[config.mk]
export PLATFORM = sky130hd
export DESIGN_NAME = div_restore
export DESIGN_NICKNAME = d
export VERILOG_FILES = /design/src/rtl/div_restore_pkg.sv /design/src/rtl/div_sub_step.sv /design/src/rtl/div_restore.sv
export SDC_FILE = /design/constraint.sdc
export NUM_CORES = 1
export LEC_CHECK = 0
export BUFFER_PORTS_ARGS = -buffer_cell sky130_fd_sc_hd__buf_2
export CAP_MARGIN = 20
export CORE_UTILIZATION = 58
export DETAILED_ROUTE_END_ITERATION = 16
export HOLD_SLACK_MARGIN = 0.08
export PLACE_DENSITY = 0.78
export SETUP_SLACK_MARGIN = 0.3
export SYNTH_ARGS = -nofsm -noshare
export SYNTH_HDL_FRONTEND = slang
export SYNTH_SLANG_ARGS = --single-unit
[constraint.sdc]
create_clock -name sys_clk -period 3.62 [get_ports sys_clk]
set_input_delay 0.362 -clock sys_clk [delete_from_list [all_inputs] [get_ports sys_clk]]
set_output_delay 0.362 -clock sys_clk [all_outputs]
set_load 0.02 [all_outputs]
[src/rtl/div_restore_pkg.sv]
// rtl/div_restore_pkg.sv - shared state encoding and constants for the restoring divider
package div_restore_pkg;
  typedef enum logic [1:0] {S_IDLE, S_RUN, S_FIN} state_t;

  // Replicated across WIDTH to form the all-ones divide-by-zero quotient.
  localparam logic DIV_ZERO_Q = 1'b1;

  function automatic int cnt_width(input int width, input int frac_bits);
    return $clog2(width + frac_bits + 1);
  endfunction
endpackage

[src/rtl/div_sub_step.sv]
// rtl/div_sub_step.sv - WIDTH+1-bit trial subtract (a + ~b + 1) with no-borrow flag
module div_sub_step #(
  parameter int WIDTH = 32
) (
  input  logic [WIDTH:0]   a,
  input  logic [WIDTH-1:0] b,
  output logic [WIDTH:0]   diff,
  output logic             no_borrow
);
  logic [WIDTH:0]   b_inv;
  logic [WIDTH+1:0] sum;

  // The carry out of the two's-complement add is set exactly when a >= b.
  assign b_inv     = ~{1'b0, b};
  assign sum       = {1'b0, a} + {1'b0, b_inv} + {{(WIDTH+1){1'b0}}, 1'b1};
  assign diff      = sum[WIDTH:0];
  assign no_borrow = sum[WIDTH+1];
endmodule

[src/rtl/div_restore.sv]
// rtl/div_restore.sv - iterative unsigned restoring divider, integer or 16.16 fractional
module div_restore
  import div_restore_pkg::*;
#(
  parameter int WIDTH = 32,
  parameter int FRAC  = 16
) (
  input  logic             sys_clk,
  input  logic             resetl,
  input  logic             start,
  input  logic             frac,
  input  logic [WIDTH-1:0] dividend,
  input  logic [WIDTH-1:0] divisor,
  output logic             busy,
  output logic             done,
  output logic [WIDTH-1:0] quotient,
  output logic [WIDTH-1:0] remainder,
  output logic             div0
);
  localparam int NW = WIDTH + FRAC;
  localparam int CW = cnt_width(WIDTH, FRAC);

  state_t           state;
  logic [WIDTH:0]   r;
  logic [NW-1:0]    n;
  logic [WIDTH-1:0] d;
  logic [WIDTH-1:0] q;
  logic [CW-1:0]    cnt;
  logic [WIDTH:0]   r_shift;
  logic [WIDTH:0]   diff;
  logic             no_borrow;

  assign r_shift = {r[WIDTH-1:0], n[NW-1]};

  div_sub_step #(.WIDTH(WIDTH)) u_step (
    .a         (r_shift),
    .b         (d),
    .diff      (diff),
    .no_borrow (no_borrow)
  );

  always_ff @(posedge sys_clk) begin
    if (!resetl) begin
      state     <= S_IDLE;
      busy      <= 1'b0;
      done      <= 1'b0;
      quotient  <= '0;
      remainder <= '0;
      div0      <= 1'b0;
      r         <= '0;
      n         <= '0;
      d         <= '0;
      q         <= '0;
      cnt       <= '0;
    end else begin
      case (state)
        S_IDLE: begin
          done <= 1'b0;
          if (start) begin
            // The numerator is always left-aligned; frac mode only runs FRAC extra steps.
            n   <= {dividend, {FRAC{1'b0}}};
            d   <= divisor;
            cnt <= frac ? CW'(NW) : CW'(WIDTH);
            if (divisor == '0) begin
              q     <= {WIDTH{DIV_ZERO_Q}};
              r     <= {1'b0, dividend};
              div0  <= 1'b1;
              state <= S_FIN;
            end else begin
              q     <= '0;
              r     <= '0;
              busy  <= 1'b1;
              div0  <= 1'b0;
              state <= S_RUN;
            end
          end
        end
        S_RUN: begin
          r   <= no_borrow ? diff : r_shift;
          n   <= {n[NW-2:0], 1'b0};
          q   <= {q[WIDTH-2:0], no_borrow};
          cnt <= cnt - CW'(1);
          if (cnt == CW'(1)) state <= S_FIN;
        end
        S_FIN: begin
          quotient  <= q;
          remainder <= r[WIDTH-1:0];
          busy      <= 1'b0;
          done      <= 1'b1;
          state     <= S_IDLE;
        end
        default: state <= S_IDLE;
      endcase
    end
  end
endmodule

# Yosys cells after proc, flatten, opt, wreduce, memory -nomap -nowiden
# Index checks and enable logic that the tools add are counted.
[classes] bitwise_logic=1 muxes=21 reduce_logical=8 n_addsub=3 n_eq_ne=6
[ops] cell="32-bit 2-to-1 mux" n=5
[ops] cell="32-bit one-hot mux with 2 select lines" n=2
[ops] cell="48-bit one-hot mux with 2 select lines" n=1
[ops] cell="48-bit 2-to-1 mux" n=1
[ops] cell="33-bit by 33-bit adder with 34-bit output" n=1
[ops] cell="34-bit by 1-bit adder with 34-bit output (second input constant)" n=1
[ops] cell="32-bit NOT with 33-bit output" n=1
[ops] cell="32-bit logical NOT" n=1
[ops] cell="6-bit one-hot mux with 2 select lines" n=1
[ops] cell="6-bit by 1-bit == test with 1-bit output (second input constant)" n=1
[ops] cell="2-bit 2-to-1 mux" n=3
[ops] cell="6-bit 2-to-1 mux" n=1
[ops] cell="2-bit inequality test (second input constant)" n=3
[ops] cell="2-bit AND reduction" n=3
[ops] cell="6-bit by 1-bit subtractor with 6-bit output (second input constant)" n=1
[ops] cell="5-bit 2-to-1 mux" n=1
[ops] cell="1-bit one-hot mux with 2 select lines" n=2
[ops] cell="2-bit one-hot mux with 2 select lines" n=1
[ops] cell="2-bit nonzero test" n=2
[ops] cell="1-bit 2-to-1 mux" n=3
[ops] cell="3-bit AND reduction" n=1
[ops] cell="2-bit by 1-bit == test with 1-bit output (second input constant)" n=1
[ops] cell="2-bit == test (second input constant)" n=1
[ops] cell="2-bit logical NOT" n=1
[totals] output_inout_bits=67 reg_bits=219 in_bits=68 word_cells=50

# Longest topological paths before layout
# Gate-level depths: netlist of run 1.
[logic_depth] depth_word=5 mapped_depth=14

# By module
# A second synthesis of run 1 with hierarchy kept.
[hier_totals] hier_cells=1278 area_unflattened_um2=10193.5
[by_module_without_submodules] module="div_restore" area_each_um2=8330.5 cells_per_inst=996 n_inst=1
[by_module_without_submodules] module="div_sub_step" area_each_um2=1863.0 cells_per_inst=282 n_inst=1

# Worst setup path before layout of run 1
# Ideal clock, no wire load.
[synth_timing] path_kind="reg-to-reg" from="reg d[22]" to="reg r[13]" synth_period_minus_slack_ps=2766 t_required_ps=3497 setup_slack_ps=854 path_buffers=2 path_stages_with_launch=13 t_arrival_ps=2643 cell_sequence="dfxtp_1 inv_1 ha_1 buf_2 a21o_1 a21o_1 a21o_1 or3_1 o22ai_2 buf_6 mux2_2 a221oi_1 nor2_1"
[synth_via] elab_chain_cells=5
[synth_lines] item="from (decl)" line_no="div_restore.sv:26" rtl="logic [WIDTH-1:0] d;"
[synth_lines] item="from (signal assigned)" line_no="div_restore.sv:62" rtl="d <= divisor;"
[synth_lines] item="32-bit NOT with 33-bit output" line_no="div_sub_step.sv:14" rtl="assign b_inv = ~{1'b0, b};"
[synth_lines] item="33-bit by 33-bit adder with 34-bit output" line_no="div_sub_step.sv:15" rtl="assign sum = {1'b0, a} + {1'b0, b_inv} + {{(WIDTH+1){1'b0}}, 1'b1};"
[synth_lines] item="34-bit by 1-bit adder with 34-bit output" line_no="div_sub_step.sv:15"
[synth_lines] item="32-bit 2-to-1 mux" line_no="div_restore.sv:79" rtl="r <= no_borrow ? diff : r_shift;"
[synth_lines] item="32-bit one-hot mux with 2 select lines" line_no="div_restore.sv:56" rtl="case (state)"
[synth_lines] item="to (signal assigned)" line_no="div_restore.sv:66" rtl="r <= {1'b0, dividend};"
[synth_lines] item="to (signal assigned)" line_no="div_restore.sv:79"
[synth_lines] item="to (decl)" line_no="div_restore.sv:24" rtl="logic [WIDTH:0] r;"
# No other way between the ends.
# A chain may end at the register's enable or synchronous reset.

# Final worst setup path of run 1
[layout_timing] from="reg r[25]" to="reg r[13]"
[layout_via] elab_chain_cells=4
[layout_lines] item="33-bit by 33-bit adder with 34-bit output" line_no="div_sub_step.sv:15"
[layout_lines] item="34-bit by 1-bit adder with 34-bit output" line_no="div_sub_step.sv:15"
[layout_lines] item="32-bit 2-to-1 mux" line_no="div_restore.sv:79"
[layout_lines] item="32-bit one-hot mux with 2 select lines" line_no="div_restore.sv:56"
# No other way between the ends.

==> results of run 1 <==
[worst reg2reg max path: stages (launching register included)]
cell	delay, ns
dfxtp_1	0.40
ha_2	0.37
a21o_1	0.21
a21o_1	0.17
a21oi_1	0.20
o31ai_1	0.13
or3_1	0.41
o22ai_4	0.19
buf_12	0.20
mux2_2	0.36
a221oi_1	0.31
nor2_1	0.08
[sequential cells by signal, summed over array words and instances (netlist names)]
signal and cells:
quotient 32, busy 1, remainder 32, cnt 6
r 32, done 1, state 2, q 32
d 32, div0 1, n 32
[worst paths after layout]
check,end,slack [ns],depth (start not counted),start
worst max register to register,r[13],0.47,11,r[25]
worst max-delay path,r[13],0.47,11,r[25]
worst min register to register,quotient[27],0.46,2,quotient[27]
worst min-delay path,d[23],0.11,3,divisor[23]
[area by class of cell]
| class | count | share of cell area [%] |
|---|---|---|
| Clock buffer | 35 | 5.32 |
| Clock inverter | 3 | 0.254 |
| Inverter | 37 | 1.17 |
| Multi-Input combinational cell | 965 | 49.0 |
| Sequential cell | 203 | 34.3 |
| Tap cell | 225 | 2.38 |
| Timing Repair Buffer | 158 | 7.57 |
[cell usage in the layout (no fill, tap or decap), types with 4 or more instances in the layout]
cell type  synthesis  final
xor2_1             7      7
clkbuf_16          0     23
inv_1             37     37
and3_1             5      5
and2_1             7      7
nor4_1             9      9
ha_1              34     33
a211oi_1           6      5
o211ai_1          10     10
nor2b_1            8      6
a221oi_1          17     17
xnor2_1           18     18
nor3_1            13     12
nand2_1          301    301
nand2b_1           6      5
dfxtp_1          203    203
nand4_1           11     11
mux2_2            12     12
buf_4              0     22
buf_2              7    133
nand3_1           43     43
o21ai_0           78     78
o21a_1             4      4
nor2_1            46     44
a21oi_1          106    106
mux2i_1            6      6
a21o_1            21     21
clkbuf_1          87     10
a31oi_1            6      6
o211a_1           33     33
a21boi_0         102    102
[cells by family after synthesis]
group                    synth area share (%)
adder cells (fa/ha/maj)                  4.30
AO/OA/AOI/OAI                            27.5
flip-flops                               39.2
multiplexers                             2.21
AND/OR/NAND/NOR                          19.3
XOR/XNOR                                 2.11
buffers and inverters                    5.30
[what timing repair did]
item | CTS | global route
endpoints found under the setup margin | 0 | 14
endpoints found under the hold margin | 0 | 0
gates resized for setup | 0 | 3
buffers inserted | 0 | 2
[per-stage QoR]
| step | power (W) | cell area (um^2) | setup WS (ns) | util, % |
|---|---|---|---|---|
| floorplan | 0.00574 | 10400 | 0.854 | - |
| global placement | 0.00657 | 11100 | 0.614 | 64.1 |
| detailed placement | 0.00662 | 11100 | 0.520 | 64.1 |
| CTS | 0.00872 | 11800 | 0.488 | 67.9 |
| global route | 0.00945 | 11800 | 0.286 | 68.2 |
| finish | 0.00897 | 11800 | 0.473 | 68.2 |
[routing by layer]
layer	vias to the layer above	GRT usage [%]	routed length, um
met5	-	0	0
met4	0	9.11	665
met3	53	4.34	1920
met2	339	46.3	12300
met1	4521	43.6	13300
li1	4735	-	-
[power groups by stage]
stage                     clock [W]  combinational (W)  sequential, W
final                       0.00209            0.00410        0.00278
after global routing        0.00220            0.00444        0.00281
after CTS                   0.00212            0.00383        0.00277
after detailed placement          0            0.00380        0.00282
after global placement            0            0.00377        0.00280
after floorplan                   0            0.00299        0.00275
==> run metrics, run 1 <==
Logic pwr share=45.7%; Psw=0.00347 W; CTS buffer count=22; Setup CP Type=flip-flop to flip-flop; initial antenna violation count=0; drt pass-1 iters=5; post-route minimum period=3.15 ns; unrepaired setup endpoints after global routing=yes; relative slew slack=43.8%; clk_skew=0.0103 ns; post-synthesis sequential area ratio=39.2%; first-pass GRT wire length=44500 um; H-tree depth=1; Most Frequent Cell on Critical Path=a21o_1; Hold Buf Count CTS=0; Wirelength per Cell=17.4 um; peak supply drop=0.485 mV; final hold violation count=0; ys flop type=dfxtp_1; Chip Width=136 um; Root Driver=clkbuf_16; Worst Path Arrival=3.55 ns; Storage cell area=4060 um^2; area leader, netlist=dfxtp_1; Synth cell types=68; NumNets Final=1490; most frequent cells after synthesis=nand2_1, dfxtp_1, a21oi_1; DIE AREA=18400 um^2; TNS Setup=0 ns; final slew viol count=0; CTS max path bufs=3; Synth top area share=39.2%; top-count cell post-synth=nand2_1; area of the multi-input gates=5800 um^2; I/O pin cnt=135; Final GP Congestion=0.963; Core Footprint=17400 um^2; DR vias=9648; CP max FO=17; fraction of layout cells with a size suffix above 1=15.3%; Fmax=318 MHz; port bufs=134; MaxCap Viol Count=0; HP Class=input port to flip-flop; DPL Wire Length=19700 um; CTS tree=done; vias per cell=5.93; Area Overhead vs Synth=14.2%; starting density of the core=59.7%; largest net degree at the start of global routing=85; crit path capture type=flip-flop; critical path launch point type=flip-flop; Syn. warnings=0; final setup fails=0; Syn Area/Cell=7.92 um^2; required time of the critical path=4.02 ns; clock share of power=23.3%; Iter 0 DRT Violations=724; crit path buf inv count=1; switching fraction of total power=38.7%; Max stage delay cell, worst path=or3_1; Rows=48; die height=136 um; ANT cells=0; status=finished clean; clock latency on the worst-skew pair=0.51 ns; vias in the first global route=8694; EDFF count, synth=0; DRC Markers=0; synthesized instance count=1308; placed instance count=1585; PwrDens=758 nW/um^2; Total GRT Usage=30.3%; final cell count without fillers=1626; total gr overflow=0; Filler Cells Inserted=1520; Detailed Route WL=28200 um; Seq cells post-synth=203; Syn Nets=1411; internal power=0.00550 W; LEAKAGE=5.17 nW; Final period util=86.9%; Worst path top cell family by delay=compound AO/OA/AOI/OAI gates; cells along the critical path=ha_2, a21o_1, a21o_1, a21oi_1, o31ai_1, or3_1, o22ai_4, buf_12, mux2_2, a221oi_1, nor2_1; Seq pwr share=31.0%; Cell Area, Synth=10400 um^2; leading cell types by total area after synthesis=dfxtp_1, nand2_1, a21boi_0; ANT nets after route=0; CP max stage delay=0.41 ns; clk slew on worst S/H paths=0.06 ns; Slew @ Worst Pin=0.842 ns; clock sinks=203; fraction of registers with async set/reset=0%; tightest hold margin=0.107 ns
No activity file was read; power rests on OpenSTA's default activity.
==> inputs of run 2 (changes only) <==
--- a/config.mk
+++ b/config.mk
@@ -7,7 +7,10 @@
 export LEC_CHECK = 0
 export BUFFER_PORTS_ARGS = -buffer_cell sky130_fd_sc_hd__buf_2
 export CAP_MARGIN = 20
-export CORE_UTILIZATION = 58
+export CELL_PAD_IN_SITES_DETAIL_PLACEMENT = 0
+export CELL_PAD_IN_SITES_GLOBAL_PLACEMENT = 1
+export CORE_UTILIZATION = 43
+export CTS_BUF_LIST = sky130_fd_sc_hd__clkbuf_16
 export DETAILED_ROUTE_END_ITERATION = 16
 export HOLD_SLACK_MARGIN = 0.08
 export PLACE_DENSITY = 0.78
==> run 2 against run 1 <==
  * Sequential cell count unchanged
  * Die area increased by 34%
  * Sequential power hardly changed
  * Power grew 2.0%
  * Routed wire length up 4.5%
  * Register-to-register slack about the same
  * Sequential share of layout area decreased by 0.64 points
  * Worst hold slack lost 0.0047 ns
  * Via count down 3.1%
==> run metrics, run 2 (same netlist as run 1, synthesis figures left out) <==
post-route minimum period=3.15 ns (+0.00760 ns); DRC Markers=0 (unchanged); Core Footprint=23500 um^2 (+36%); clock latency on the worst-skew pair=0.52 ns (about the same); final cell count without fillers=1723 (+6.0%); Chip Width=157 um (+16%); I/O pin cnt=135 (unchanged); crit path capture type=flip-flop; required time of the critical path=4.03 ns (about the same); fraction of layout cells with a size suffix above 1=15.5% (+0.18 points); post-layout util=51.2% (-17 points); Psw=0.00354 W (+1.8%); Area Overhead vs Synth=16.4%; MaxCap Viol Count=0 (unchanged); ANT nets after route=0 (unchanged); Iter 0 DRT Violations=704 (-2.8%); Root Driver=clkbuf_16; port bufs=134 (unchanged); DPL Wire Length=20700 um (+5.3%); placed instance count=1681 (+6.1%); Seq pwr share=30.5% (-0.5 points); unrepaired setup endpoints after global routing=no; Final period util=87.1% (+0.21 points); first-pass GRT wire length=46400 um (+4.4%); CP max FO=42 (+25); Storage cell area=4060 um^2 (unchanged); Hold Buf Count CTS=0 (unchanged); Setup CP Type=flip-flop to flip-flop; Logic pwr share=43.2% (-2.5 points); Detailed Route WL=29500 um (+4.5%); clock share of power=26.2% (+2.9 points); HP Class=input port to flip-flop; total gr overflow=0 (unchanged); final setup fails=0 (unchanged); DIE AREA=24700 um^2 (+34%); PwrDens=759 nW/um^2 (+0.13%); Filler Cells Inserted=2370 (+56%); drt pass-1 iters=5 (unchanged); status=finished clean; Total GRT Usage=23.7% (-6.5 points); Final Cell Area=12100 um^2 (+1.9%); most frequent cells in the layout=nand2_1, dfxtp_1, buf_2; critical path launch point type=flip-flop; vias in the first global route=8261 (-5.0%); DR vias=9353 (-3.1%); most common cell after layout, fill and taps aside=nand2_1; clk slew on worst S/H paths=0.06 ns (about the same); TNS Setup=0 ns (unchanged); NumNets Final=1490 (unchanged); LEAKAGE=5.25 nW (+1.4%); clk_skew=0.00882 ns (-0.00151 ns); area of the multi-input gates=5790 um^2 (-0.17%); CTS buffer count=23 (+4.5%); relative slew slack=43.5% (-0.26 points); Wirelength per Cell=17.1 um (-1.4%); Final Power=0.00916 W (+2.0%); vias per cell=5.43 (-8.5%); Final GP Congestion=0.916 (-4.8%); Fmax=317 MHz (-0.24%); CTS tree=done; ANT cells=0 (unchanged); starting density of the core=44.0% (-16 points); Worst Path Arrival=3.56 ns (about the same); switching fraction of total power=38.6% (-0.088 points); final hold violation count=0 (unchanged); peak supply drop=0.573 mV (+18%); largest net degree at the start of global routing=89 (+4.7%); DP Area=11300 um^2 (+1.4%); internal power=0.00562 W (+2.2%); die height=157 um (+16%); Rows=56 (+17%); CTS max path bufs=3 (unchanged); initial antenna violation count=0 (unchanged); Slew @ Worst Pin=0.848 ns (+0.00593 ns); clock sinks=203 (unchanged); final slew viol count=0 (unchanged); H-tree depth=1 (unchanged)
==> run 2: changes by cell type in the layout (fill, tap and decap cells not counted), sizes merged <==
cell and change:
bufinv +4, clkbuf -13, clkinv +8, inv +4
==> run 2: cell type report <==
class,instances,area share [%]
well taps,319,3.31
repair buffers,157,7.43
clock buffers,23,4.77
clock inverters,19,1.68
flip-flops and latches,203,33.7
inverters,37,1.15
multi-input cells,965,48.0
==> run 2: timing repair <==
action	CTS	global route
gates resized for setup	0	1
setup buffers	0	0
setup endpoints to repair	0	2
==> run 2: per-stage QoR <==
step	hold slack, ns	setup WS, ns
5_1_grt	0.0970	0.343
4_1_cts	0.0821	0.583
3_3_place_gp	0.446	0.634
2_1_floorplan	0.438	0.854
6_report	0.103	0.465
3_5_place_dp	0.453	0.618
==> run 2: worst max-delay path: stages (launching register included) <==
cell	delay [ns]
dfxtp_1	0.43
ha_1	0.28
a21o_1	0.19
a21o_1	0.17
a21oi_1	0.27
o31ai_1	0.15
or3_1	0.39
o22ai_2	0.15
buf_12	0.25
mux2_2	0.37
a221oi_1	0.29
nor2_1	0.09
==> run 2: worst paths after layout <==
check | start | end | slack, ns | cells after the start
hold reg to reg | remainder[16] | remainder[16] | 0.46 | 2
hold / removal | divisor[11] | d[11] | 0.10 | 3
setup reg to reg | r[25] | r[6] | 0.47 | 11
setup / recovery | r[25] | r[6] | 0.47 | 11
==> run 2: layer usage <==
metal  up-vias  GRT usage (%)  wire [um]
li1       4740              -          -
met1      4323           37.7      15600
met2       267           34.0      12000
met3        23           2.78       1570
met4         0           3.79        380
met5         -              0          0
==> run 2: power by group through the flow <==
stage                     sequential [W]  clock, W  combinational [W]
final                            0.00280   0.00240            0.00396
after global routing             0.00283   0.00255            0.00432
after CTS                        0.00278   0.00246            0.00390
after detailed placement         0.00283         0            0.00387
after global placement           0.00283         0            0.00389
after floorplan                  0.00275         0            0.00299
